--- config.mk ---
export PLATFORM = sky130hd
export DESIGN_NAME = and8_operand_loader
export DESIGN_NICKNAME = d
export VERILOG_FILES = /design/src/rtl/and8_operand_loader.sv
export SDC_FILE = /design/constraint.sdc
export NUM_CORES = 1
export LEC_CHECK = 0
export ABC_AREA = 1
export ABC_CLOCK_PERIOD_IN_PS = 1400
export BUFFER_PORTS_ARGS = -buffer_cell sky130_fd_sc_hd__buf_2
export CORE_MARGIN = 2
export CORE_UTILIZATION = 54
export DETAILED_ROUTE_END_ITERATION = 7
export PLACE_DENSITY = 0.79
export SLEW_MARGIN = 20
export SYNTH_ARGS = -nofsm -noshare
export SYNTH_HDL_FRONTEND = slang
export SYNTH_SLANG_ARGS = --single-unit
export TNS_END_PERCENT = 5
--- constraint.sdc ---
create_clock -name clk -period 1.4 [get_ports clk]
set_input_delay 0.28 -clock clk [delete_from_list [all_inputs] [get_ports clk]]
set_output_delay 0.28 -clock clk [all_outputs]
set_load 0.05 [all_outputs]
--- src/rtl/and8_operand_loader.sv ---
// Bit-serial operand loader for the 8-bit AND stage: shifts in A then B (LSB first)
// and presents both as a registered, atomically updated pair with valid/ready.
module and8_operand_loader #(
  parameter int unsigned WIDTH = 8
) (
  input  logic             clk,
  input  logic             rst,
  input  logic             clr,
  input  logic             ser_in,
  input  logic             ser_valid,
  output logic             ser_ready,
  output logic [WIDTH-1:0] in1,
  output logic [WIDTH-1:0] in2,
  output logic             op_valid,
  input  logic             op_ready
);

  localparam int unsigned CW = (WIDTH > 1) ? $clog2(WIDTH) : 1;
  localparam logic [CW-1:0] CNT_LAST = CW'(WIDTH - 1);

  typedef enum logic [1:0] {
    LOAD_A,
    LOAD_B,
    PRESENT
  } state_t;

  state_t           state_q, state_d;
  logic [CW-1:0]    cnt_q, cnt_d;
  logic [WIDTH-1:0] sh_a_q, sh_a_d;
  logic [WIDTH-1:0] sh_b_q, sh_b_d;
  logic [WIDTH-1:0] in1_q, in1_d;
  logic [WIDTH-1:0] in2_q, in2_d;
  logic             op_valid_q, op_valid_d;
  logic             accept;
  logic [WIDTH-1:0] sh_a_next;
  logic [WIDTH-1:0] sh_b_next;

  always_comb begin
    state_d    = state_q;
    cnt_d      = cnt_q;
    sh_a_d     = sh_a_q;
    sh_b_d     = sh_b_q;
    in1_d      = in1_q;
    in2_d      = in2_q;
    op_valid_d = op_valid_q;
    ser_ready  = (state_q != PRESENT);
    accept     = ser_valid && ser_ready;
    sh_a_next  = {ser_in, sh_a_q[WIDTH-1:1]};
    sh_b_next  = {ser_in, sh_b_q[WIDTH-1:1]};

    if (clr) begin
      state_d    = LOAD_A;
      cnt_d      = '0;
      op_valid_d = 1'b0;
    end else begin
      unique case (state_q)
        LOAD_A: begin
          if (accept) begin
            sh_a_d = sh_a_next;
            if (cnt_q == CNT_LAST) begin
              cnt_d   = '0;
              state_d = LOAD_B;
            end else begin
              cnt_d = cnt_q + 1'b1;
            end
          end
        end
        LOAD_B: begin
          if (accept) begin
            sh_b_d = sh_b_next;
            if (cnt_q == CNT_LAST) begin
              // B's last bit goes straight into in2 so the pair lands on one edge
              cnt_d      = '0;
              in1_d      = sh_a_q;
              in2_d      = sh_b_next;
              op_valid_d = 1'b1;
              state_d    = PRESENT;
            end else begin
              cnt_d = cnt_q + 1'b1;
            end
          end
        end
        PRESENT: begin
          if (op_valid_q && op_ready) begin
            op_valid_d = 1'b0;
            state_d    = LOAD_A;
          end
        end
        default: begin
          state_d    = LOAD_A;
          cnt_d      = '0;
          op_valid_d = 1'b0;
        end
      endcase
    end
  end

  always_ff @(posedge clk or posedge rst) begin
    if (rst) begin
      state_q    <= LOAD_A;
      cnt_q      <= '0;
      sh_a_q     <= '0;
      sh_b_q     <= '0;
      in1_q      <= '0;
      in2_q      <= '0;
      op_valid_q <= 1'b0;
    end else begin
      state_q    <= state_d;
      cnt_q      <= cnt_d;
      sh_a_q     <= sh_a_d;
      sh_b_q     <= sh_b_d;
      in1_q      <= in1_d;
      in2_q      <= in2_d;
      op_valid_q <= op_valid_d;
    end
  end

  assign in1      = in1_q;
  assign in2      = in2_q;
  assign op_valid = op_valid_q;

endmodule

# Yosys cells after proc, flatten, opt, wreduce, memory -nomap -nowiden
# Index checks and enable logic that the tools add are counted.
[classes] n_mux=16 n_bitwise=1 addsub=1 n_eq_ne=12 reduce_logical=10
[ops] operator="$ne A3 B3 Y1 const B" count=5
[ops] operator="$mux W2" count=6
[ops] operator="$mux W3" count=3
[ops] operator="$reduce_and A4 Y1" count=2
[ops] operator="$ne A2 B2 Y1 const B" count=3
[ops] operator="$pmux W2 S3" count=1
[ops] operator="$pmux W3 S2" count=1
[ops] operator="$reduce_and A3 Y1" count=2
[ops] operator="$reduce_and A5 Y1" count=1
[ops] operator="$mux W1" count=4
[ops] operator="$add A3 B1 Y3 const B" count=1
[ops] operator="$eq A3 B3 Y1 const B" count=1
[ops] operator="$ne A3 B1 Y1 const B" count=1
[ops] operator="$pmux W1 S3" count=1
[ops] operator="$eq A2 B1 Y1 const B" count=1
[ops] operator="$eq A2 B2 Y1 const B" count=1
[ops] operator="$logic_and A1 B1 Y1" count=2
[ops] operator="$logic_not A2 Y1" count=1
[ops] operator="$reduce_and A2 Y1" count=1
[ops] operator="$reduce_or A2 Y1" count=1
[ops] operator="$not A1 Y1" count=1
[totals] input_bits=6 regBits=38

# Longest topological paths before layout
# Gate-level depths: netlist (run 1).
[logic_depth] word_depth=5 depth_mapped=7

# Worst setup path after synthesis (run 1)
# No wires, ideal clock.
[synth_timing] path_kind="reg2reg" startpoint="register cnt_q[0]" endpoint="register in1_q[1] (netlist: in1[1])" stages_incl_launch_ff=7 setup_ps=76 arrival_ps=1199 slack_ps=124 cell_sequence="dfrtp_1 ha_1 ha_1 nand2_2 buf_2 nand2_1 o21ai_1"
[synth_via] elab_chain_len=2
[synth_lines] element="start: declaration" line_no="28" rtl="logic [CW-1:0] cnt_q, cnt_d;"
[synth_lines] element="start signal: assignment" line_no="109" rtl="cnt_q <= cnt_d;"
[synth_lines] element="$eq A3 B3 Y1" line_no="71" rtl="if (cnt_q == CNT_LAST) begin"
[synth_lines] element="$reduce_and A4 Y1 (no line)"
[synth_lines] element="end signal: assignment" line_no="112" rtl="in1_q <= in1_d;"
[synth_lines] element="end: declaration" line_no="31" rtl="logic [WIDTH-1:0] in1_q, in1_d;"
# No other way between the ends.
# A chain may end at the register's enable or synchronous reset.

# Worst setup path in the final report (run 1)
[layout_timing] startpoint="register state_q[0]" endpoint="output port ser_ready"
[layout_via] elab_chain_len=1
[layout_lines] element="start: declaration" line_no="27" rtl="state_t state_q, state_d;"
[layout_lines] element="start signal: assignment" line_no="108" rtl="state_q <= state_d;"
[layout_lines] element="$ne A2 B2 Y1" line_no="46" rtl="ser_ready = (state_q != PRESENT);"
[layout_lines] element="end: declaration" line_no="11" rtl="output logic ser_ready,"
# No other way between the ends.

==> flow_summary.yaml, run 1 <==
floorplan:
  io_pins: 24
  std_cell_rows: 19
  die_width_um: 56.8
  core_area_um2: 2710
  start_util_pct: 55.6
  dieArea_um2: 3230
  die_h_um: 56.8
place:
  io_buffers: 23
  dpl.hpwl_um: 1920
  dpl_cell_area_um2: 1680
  gp_congestion: 0.756
power:
  p_total_mw: 2.17
  seqPwrFrac_pct: 59.7
  p_int_mw: 1.56
  clockPowerShare_pct: 25.7
  combPwrFrac_pct: 14.6
  leakage_nw: 0.938
  p_switching_mw: 0.610
  switching_share_pct: 28.1
  ir_drop_mv: 0.887
  power.density_nw_per_um2: 1220
routing:
  via_per_inst: 5.01
  firstDrtPassIters: 4
  drc_errors: 0
  wl_per_cell_um: 12.3
  num_vias: 1113
  wirelength_um: 2720
  drt_iter0_drc: 16
  drtAntennaViolNets: 0
yosys:
  synth_area_leaders: "dfrtp_1 (61%), nand2_1 (11%), o21ai_1 (8.0%)"
  synthesis.area_um2: 1510
  syn-num-nets: 168
  ys_types: 16
  syn_avg_cell_area_um2: 9.42
  synth_top_cell_by_area: "dfrtp_1"
  yosys_register_bits: 37
  yosysTopAreaCellShare_pct: 61.4
  netlist_instances: 160
  yosysSeqAreaShare_pct: 61.4
  synth_warnings: 0
timing:
  worst_pin_slew_ps: 449
  setup_viol: 2
  hold_viol_final: 0
  max_freq_mhz: 710
  finalSetupTns_ps: -12.9
  slew_violations: 0
  rsz0062_at_grt: "true"
  timing.final.ws_setup_ps: -7.63
  clock_skew_ps: 8.29
  min_period_over_period_pct: 101
  period_needed_ps: 1410
  maxSlewHeadroom_pct: 70.1
global_route:
  grt_max_degree: 38
  grt_pass1_wl_um: 4840
  grt_use_total_pct: 20.0
  grt_overflow: 0
  antenna_found_initial: 0
  grt_pass1_vias: 1127
final_layout:
  seqCellArea_um2: 926
  antenna_cells: 0
  fin_area_um2: 1780
  syn_to_final_growth_pct: 17.8
  drive_above_1_share_pct: 23.6
  layout.nets: 199
  final_util_pct: 65.6
  multiInputGateArea_um2: 473
  final.fill_count: 217
setup_path:
  timing.rr.end: "in2[0]"
  worstSetupEndpointType: "primary output"
  crit_type: "reg -> out"
  critPathMaxFanout: 4
  crit_path_start_kind: "flop"
  reg2regPathDepth: 8
  r2r-start: "state_q[1]"
  ff2ff_setup_slack_ps: -8
  cp.required_ps: 1120
  crit_arrival_ps: 1130
clock_tree:
  hold_buffers: 0
  cts_made_buffers: 5
  path_clk_slew_ps: 100
  cts_tree: "built"
  h-tree-depth: 2
  clkLatencyLatePin_ps: 340
  cts_buffer_depth: 2
  cts_sinks: 37
  cts_root_buffer: "clkbuf_4"
run_status:
  status: "finished, violations left"
  violations: "setup timing"
hold_path:
  hp-class: "in -> async"
flow_run:
  drv_cap: 0
-- routing by layer --
| metal | routed length (µm) | share of wire (%) | track usage (%) |
|---|---|---|---|
| met2 | 1350 | 49 | 31.6 |
| met1 | 1170 | 43 | 23.6 |
| met5 | 0 | 0 | 0 |
| met4 | 71 | 2.6 | 11.3 |
| met3 | 129 | 4.7 | 7.14 |
-- cells in the final DEF (no fill, tap or decap) --
cell type and count:
nand2_1 45, dfrtp_1 37, o21ai_1 24, buf_2 22
inv_1 21, o21ai_0 11, clkbuf_4 5, nand3_1 4
buf_4 4, nor2_4 2, inv_2 2, buf_12 2
inv_4 1, nor2_8 1, nand2_2 1, o21ai_2 1
nor3_1 1, nand3b_1 1, nand2_4 1, ha_1 1
ha_2 1, clkbuf_1 1, clkbuf_8 1, buf_6 1
-- metrics by stage --
| stage | setup slack (ps) | hold WS, ps | instances |
|---|---|---|---|
| floorplan | 124 | 401 | 160 |
| global placement | 122 | 397 | 213 |
| detailed placement | -6.70 | 407 | 213 |
| CTS | -0.963 | 28.6 | 222 |
| global route | -71.9 | 50.4 | 222 |
| finish | -7.63 | 25.4 | 222 |
-- layout make-up --
type	instances	area share, %
Timing Repair Buffer	29	10.8
Clock buffer	7	3.10
Multi-Input combinational cell	94	26.6
Inverter	24	5.21
Tap cell	31	2.18
Sequential cell	37	52.1
-- synth_stat cells --
cell type / n
buf_2: 3
buf_6: 2
dfrtp_1: 37
ha_1: 2
inv_1: 22
inv_2: 2
nand2_1: 45
nand2_2: 2
nand3_1: 4
nand3b_1: 1
nor2_1: 1
nor2_4: 1
nor2_8: 1
nor3_1: 1
o21ai_0: 12
o21ai_1: 24
-- power groups by stage --
stage          combinational [mW]  sequential (mW)  clock [mW]
2_1_floorplan               0.214             1.32           0
3_3_place_gp                0.285             1.31           0
3_5_place_dp                0.308             1.32           0
4_1_cts                     0.317             1.30       0.577
5_1_grt                     0.373             1.32       0.626
6_report                    0.317             1.30       0.558
-- what timing repair did --
| item | CTS | global route |
|---|---|---|
| buffers inserted | 2 | 0 |
| gates resized for setup | 7 | 3 |
| pin swaps | 1 | 2 |
| cloned | 0 | 0 |
| endpoints found under the setup margin | 2 | 32 |
-- worst max-delay path, cell delays in order, from the launching register on --
cell and delay (ps):
dfrtp_1 430, nor2_4 170, inv_2 50, buf_6 140
-- how the worst max path moves through the flow --
| stage | endpoint | from | cells past startpoint |
|---|---|---|---|
| 2_1_floorplan | in1[1] | cnt_q[0] | 6 |
| 3_3_place_gp | op_valid | cnt_q[0] | 7 |
| 4_1_cts | in2[0] | state_q[1] | 8 |
| 6_report | ser_ready | state_q[0] | 3 |
| 5_1_grt | op_valid | cnt_q[1] | 7 |
| 3_5_place_dp | op_valid | cnt_q[0] | 7 |
-- state kept, by name, indices dropped and copies added (netlist names) --
name,cells
op_valid,1
cnt_q,3
in1,8
in2,8
sh_a_q,8
state_q,2
sh_b_q,7
-- logic make-up after synthesis --
logic type,count (synthesis),share of synthesized area [%]
buf+inv,29,8.46
compound gates,36,12.0
simple gates,56,16.5
fa+ha+maj,2,1.66
flops,37,61.4
Power figures use the tool's default switching activity.
==> run 2: changes to the inputs <==
--- a/config.mk
+++ b/config.mk
@@ -11,7 +11,7 @@
 export CORE_MARGIN = 2
 export CORE_UTILIZATION = 54
 export DETAILED_ROUTE_END_ITERATION = 7
-export PLACE_DENSITY = 0.79
+export PLACE_DENSITY_LB_ADDON = 0.15
 export SLEW_MARGIN = 20
 export SYNTH_ARGS = -nofsm -noshare
 export SYNTH_HDL_FRONTEND = slang
==> run 2 against run 1 <==
  * Worst hold slack worse by 1.2 ps
  * Utilization decreased by 0.092 points
  * Largest power group unchanged
  * The flow now finishes without violations
  * Global-route usage shrank 1.2 points
  * Routed wire length is 4.0% lower
  * Critical path type unchanged
==> flow_summary.yaml, run 2 (synthesized netlist as in run 1, its figures left out) <==
final_layout:
  drive_above_1_share_pct: 23.8
  fin_area_um2: 1770
  layout.nets: 200
  final.fill_count: 234
  final_common_cell: "nand2_1"
  antenna_cells: 0
  finalNonFillerCells: 224
  syn_to_final_growth_pct: 17.7
  mostFrequentLayoutCells: "nand2_1 (45), dfrtp_1 (37), o21ai_1 (23)"
setup_path:
  crit_type: "reg -> out"
  r2r-start: "state_q[1]"
  crit_path_start_kind: "flop"
  ff2ff_setup_slack_ps: 90
  cp.required_ps: 1120
  critPathMaxFanout: 2
  timing.rr.end: "in1[7]"
  reg2regPathDepth: 8
  worstSetupEndpointType: "primary output"
  crit_arrival_ps: 1070
timing:
  finalSetupTns_ps: 0
  slew_violations: 0
  maxSlewHeadroom_pct: 69.3
  finalHoldWorstSlack_ps: 24.2
  worst_pin_slew_ps: 460
  clock_skew_ps: 8.96
  max_freq_mhz: 738
  hold_viol_final: 0
  period_needed_ps: 1350
  setup_viol: 0
  min_period_over_period_pct: 96.8
  rsz0062_at_grt: "true"
hold_path:
  hp-class: "in -> async"
clock_tree:
  cts_sinks: 37
  cts_buffer_depth: 2
  cts_tree: "built"
  hold_buffers: 0
  cts_root_buffer: "clkbuf_4"
  path_clk_slew_ps: 110
  cts_made_buffers: 5
  clkLatencyLatePin_ps: 330
  h-tree-depth: 2
run_status:
  status: "finished, final reports clean"
place:
  io_buffers: 23
  gp_congestion: 0.740
  dpl_cell_area_um2: 1680
  dpl.hpwl_um: 1790
  dp_cells: 213
routing:
  wl_per_cell_um: 11.7
  via_per_inst: 5.00
  drtAntennaViolNets: 0
  wirelength_um: 2610
  drc_errors: 0
  firstDrtPassIters: 4
  num_vias: 1121
  drt_iter0_drc: 53
floorplan:
  dieArea_um2: 3230
  core_area_um2: 2710
  io_pins: 24
  start_util_pct: 55.6
  die_h_um: 56.8
  std_cell_rows: 19
  die_width_um: 56.8
global_route:
  grt_use_total_pct: 18.8
  grt_overflow: 0
  grt_max_degree: 38
  grt_pass1_vias: 1022
  grt_pass1_wl_um: 4500
  antenna_found_initial: 0
power:
  seqPwrFrac_pct: 61.0
  ir_drop_mv: 0.934
  switching_share_pct: 28.9
  p_switching_mw: 0.614
  power.density_nw_per_um2: 1200
  combPwrFrac_pct: 14.4
  p_int_mw: 1.51
  leakage_nw: 0.946
  clockPowerShare_pct: 24.6
flow_run:
  drv_cap: 0
[run 2: repair_timing]
action | 4_1_cts | 5_1_grt
pin swaps | 1 | 1
gates cloned | 0 | 0
gates resized for setup | 3 | 4
endpoints found under the setup margin | 1 | 34
buffers inserted | 2 | 1
[run 2: critical path: stages (launching register included)]
cell and delay (ps):
dfrtp_1 370, inv_1 60, nor2_2 110, inv_1 60
buf_6 150
[run 2: how the worst max path moves through the flow]
stage	start	endpoint	slack (ps)	cells after the start
after floorplan	cnt_q[0]	in1[1]	120	6
after global placement	cnt_q[0]	op_valid	120	7
after detailed placement	cnt_q[0]	op_valid	60	7
after CTS	state_q[0]	ser_ready	9	3
after global routing	state_q[1]	ser_ready	-40	4
final	state_q[1]	ser_ready	50	4
[run 2: routing by layer]
layer | vias to the layer above | global-route usage (%) | wire, µm
met1 | 533 | 25.5 | 1200
met2 | 21 | 26.6 | 1270
met5 | - | 0 | 0
met3 | 2 | 7.60 | 115
met4 | 0 | 8.64 | 22
li1 | 565 | - | -
[run 2: layout make-up]
type / instances / area, µm² / area share [%]
inverters: 24 / 90.1 / 5.08
clock inverters: 2 / 10.0 / 0.564
flip-flops and latches: 37 / 926 / 52.2
clock buffers: 6 / 41.3 / 2.33
repair buffers: 30 / 199 / 11.2
well taps: 31 / 38.8 / 2.19
multi-input cells: 94 / 469 / 26.4
[run 2: through the flow]
| step | power, mW | utilization (%) | setup WS (ps) |
|---|---|---|---|
| finish | 2.13 | 65.5 | 45.4 |
| floorplan | 1.53 | - | 124 |
| global placement | 1.60 | 62.0 | 123 |
| detailed placement | 1.62 | 62.0 | 64.2 |
| global route | 2.29 | 65.5 | -43.7 |
| CTS | 2.17 | 64.7 | 8.98 |
[run 2: power by group through the flow]
stage | registers (mW) | logic, mW | clock network [mW]
after floorplan | 1.32 | 0.214 | 0
after global placement | 1.31 | 0.287 | 0
after detailed placement | 1.32 | 0.306 | 0
after CTS | 1.30 | 0.309 | 0.558
after global routing | 1.32 | 0.363 | 0.608
final | 1.30 | 0.306 | 0.524
==> run 3: changes to the inputs <==
--- a/config.mk
+++ b/config.mk
@@ -5,7 +5,6 @@
 export SDC_FILE = /design/constraint.sdc
 export NUM_CORES = 1
 export LEC_CHECK = 0
-export ABC_AREA = 1
 export ABC_CLOCK_PERIOD_IN_PS = 1400
 export BUFFER_PORTS_ARGS = -buffer_cell sky130_fd_sc_hd__buf_2
 export CORE_MARGIN = 2
==> run 3 against run 2 <==
  * The flow now finishes with violations (setup timing)
  * First-iteration DRC count decreased by 85%
  * Via count down 16%
  * Area after synthesis up 0.75%
  * Sequential share of layout area is 3.0 points lower
  * Register-to-register slack worse by 170 ps
  * Global-route usage down 1.2 points
  * Combinational power shrank 30%
  * Design area grew 6.3%
  * Fmax fell by 11%
  * Worst hold slack better by 210 ps
  * Routed wire length down 1.0%
  * Largest cell class unchanged
==> flow_summary.yaml, run 3 <==
run_status:
  status: "finished, violations left"
  violations: "setup timing"
flow_run:
  drv_cap: 0
yosys:
  synth-edff-count: 0
  synth_warnings: 0
  synth_commonest_cells: "dfrtp_1 (37), mux2_2 (32), nor2_1 (5)"
  synthFlopType: "dfrtp_1"
  yosysSeqAreaShare_pct: 61.0
  yosys_register_bits: 37
  yosysMostFrequentCell: "dfrtp_1"
  netlist_instances: 99
  ys_types: 19
  syn-num-nets: 107
  syn_avg_cell_area_um2: 15.3
  synthArstFlopShare_pct: 100
  synth_area_leaders: "dfrtp_1 (61%), mux2_2 (24%), ha_1 (1.6%)"
  yosysTopAreaCellShare_pct: 61.0
  synthesis.area_um2: 1520
  synth_top_cell_by_area: "dfrtp_1"
timing:
  maxSlewHeadroom_pct: 81.9
  worst_pin_slew_ps: 272
  finalHoldWorstSlack_ps: 232
  timing.final.ws_setup_ps: -130
  finalSetupTns_ps: -1670
  max_freq_mhz: 654
  min_period_over_period_pct: 109
  hold_viol_final: 0
  slew_violations: 0
  clock_skew_ps: 8.39
  rsz0062_at_grt: "true"
  period_needed_ps: 1530
  setup_viol: 27
setup_path:
  critPathMaxFanout: 3
  crit_path_start_kind: "flop"
  cp.required_ps: 1120
  ff2ff_setup_slack_ps: -80
  slowest_stage: "dfrtp_2"
  crit_chain: "buf_6 -> and2b_1 -> inv_2 -> buf_8"
  worstSetupEndpointType: "primary output"
  crit_arrival_ps: 1250
  crit_type: "reg -> out"
  cpPeakStageDelay_ps: 440
power:
  p_total_mw: 1.92
  p_switching_mw: 0.447
  switching_share_pct: 23.2
  p_int_mw: 1.48
  ir_drop_mv: 1.17
  leakage_nw: 1.01
  seqPwrFrac_pct: 63.9
  clockPowerShare_pct: 25.0
  power.density_nw_per_um2: 1020
  combPwrFrac_pct: 11.2
final_layout:
  mostFrequentLayoutCells: "dfrtp_1 (36), mux2_2 (26), buf_2 (22)"
  drive_above_1_share_pct: 60.1
  antenna_cells: 0
  final_common_cell: "dfrtp_1"
  syn_to_final_growth_pct: 24.2
  layout.nets: 152
clock_tree:
  clkLatencyLatePin_ps: 330
  cts_made_buffers: 5
  cts_root_buffer: "clkbuf_4"
  h-tree-depth: 2
  cts_buffer_depth: 2
  cts_tree: "built"
  cts_sinks: 37
  path_clk_slew_ps: 100
floorplan:
  core_area_um2: 2710
  die_width_um: 57.0
  std_cell_rows: 19
  io_pins: 24
  dieArea_um2: 3250
  die_h_um: 57.0
  start_util_pct: 56.0
global_route:
  grt_overflow: 0
  grt_max_degree: 23
  grt_use_total_pct: 17.6
  grt_pass1_vias: 955
  antenna_found_initial: 0
  grt_pass1_wl_um: 4350
routing:
  via_per_inst: 5.42
  drtAntennaViolNets: 0
  drt_iter0_drc: 8
  drc_errors: 0
  wl_per_cell_um: 14.9
  num_vias: 943
  firstDrtPassIters: 4
  wirelength_um: 2590
place:
  pre_cts_slack_ps: -48.5
  gp_congestion: 0.762
  io_buffers: 23
  dpl.hpwl_um: 1730
hold_path:
  hp-class: "in -> reg"
run 3: cell types whose count changed in the layout (fill, tap and decap cells not counted), moves of 8 or more:
cell,before,now
nand2_1,45,3
mux2_2,0,26
o21ai_1,23,0
o21ai_0,11,0
buf_4,5,13
inv_1,22,2
run 3: what timing repair did:
| item | CTS | global route |
|---|---|---|
| pin swaps | 1 | 1 |
| buffers inserted | 3 | 3 |
| endpoints found under the hold margin | 34 | 0 |
| gates resized for setup | 4 | 11 |
| hold buffers | 1 | 0 |
| endpoints found under the setup margin | 25 | 34 |
run 3: cell families (layout without fill, tap and decap cells):
logic type               count (synthesis)  in the layout  synth area share, %
flip-flops                              37             37                 61.0
multiplexers                            33             33                 24.4
AND/OR/NAND/NOR                         14             14                 6.84
AO/OA/AOI/OAI                            6              6                 2.64
buffers and inverters                    6             50                 2.97
adder cells (fa/ha/maj)                  2              2                 1.65
XOR/XNOR                                 1              1                0.577
run 3: worst max-delay path, delay by kind of cell (launching register included):
kind | cells | cell delay (ps)
DFF | 1 | 440
and+or+nand+nor | 1 | 170
buffers and inverters | 3 | 310
run 3: path summary, 6_finish.rpt:
kind / cells past startpoint / from / to
max in group asynchronous: 4 / rst / sh_b_q[5]
min in group asynchronous: 4 / rst / sh_a_q[3]
worst max-delay path: 4 / state_q[1] / ser_ready
worst min-delay path: 2 / ser_in / in2[7]
worst max register to register: 4 / state_q[0] / in1[1]
worst min register to register: 1 / in1[5] / in1[5]
run 3: layout make-up:
| type | count | area, µm² |
|---|---|---|
| clock buffers | 5 | 37.5 |
| multi-input cells | 56 | 581 |
| clock inverters | 1 | 5.00 |
| well taps | 31 | 38.8 |
| inverters | 3 | 11.3 |
| flip-flops and latches | 37 | 927 |
| fillers | 210 | 823 |
| repair buffers | 41 | 287 |
run 3: per-stage QoR:
stage	cell area (µm²)	std cells	util (%)
6_report	1890	174	69.6
2_1_floorplan	1520	99	-
4_1_cts	1830	171	67.4
3_3_place_gp	1740	161	64.1
3_5_place_dp	1740	161	64.1
5_1_grt	1890	174	69.6
run 3: power groups by stage:
stage               sequential (mW)  clock [mW]  combinational (mW)
detailed placement             1.25           0               0.172
global route                   1.24       0.547               0.238
CTS                            1.22       0.496               0.177
global placement               1.24           0               0.160
finish                         1.23       0.480               0.215
floorplan                      1.22           0               0.123
run 3: routing by layer:
metal  up-vias  part of all wire, %  GRT usage (%)
li1        438                    -              -
met2        22                   49           28.4
met5         -                    0              0
met1       477                   45           22.4
met4         0                  2.5           5.98
met3         6                  3.5           5.90
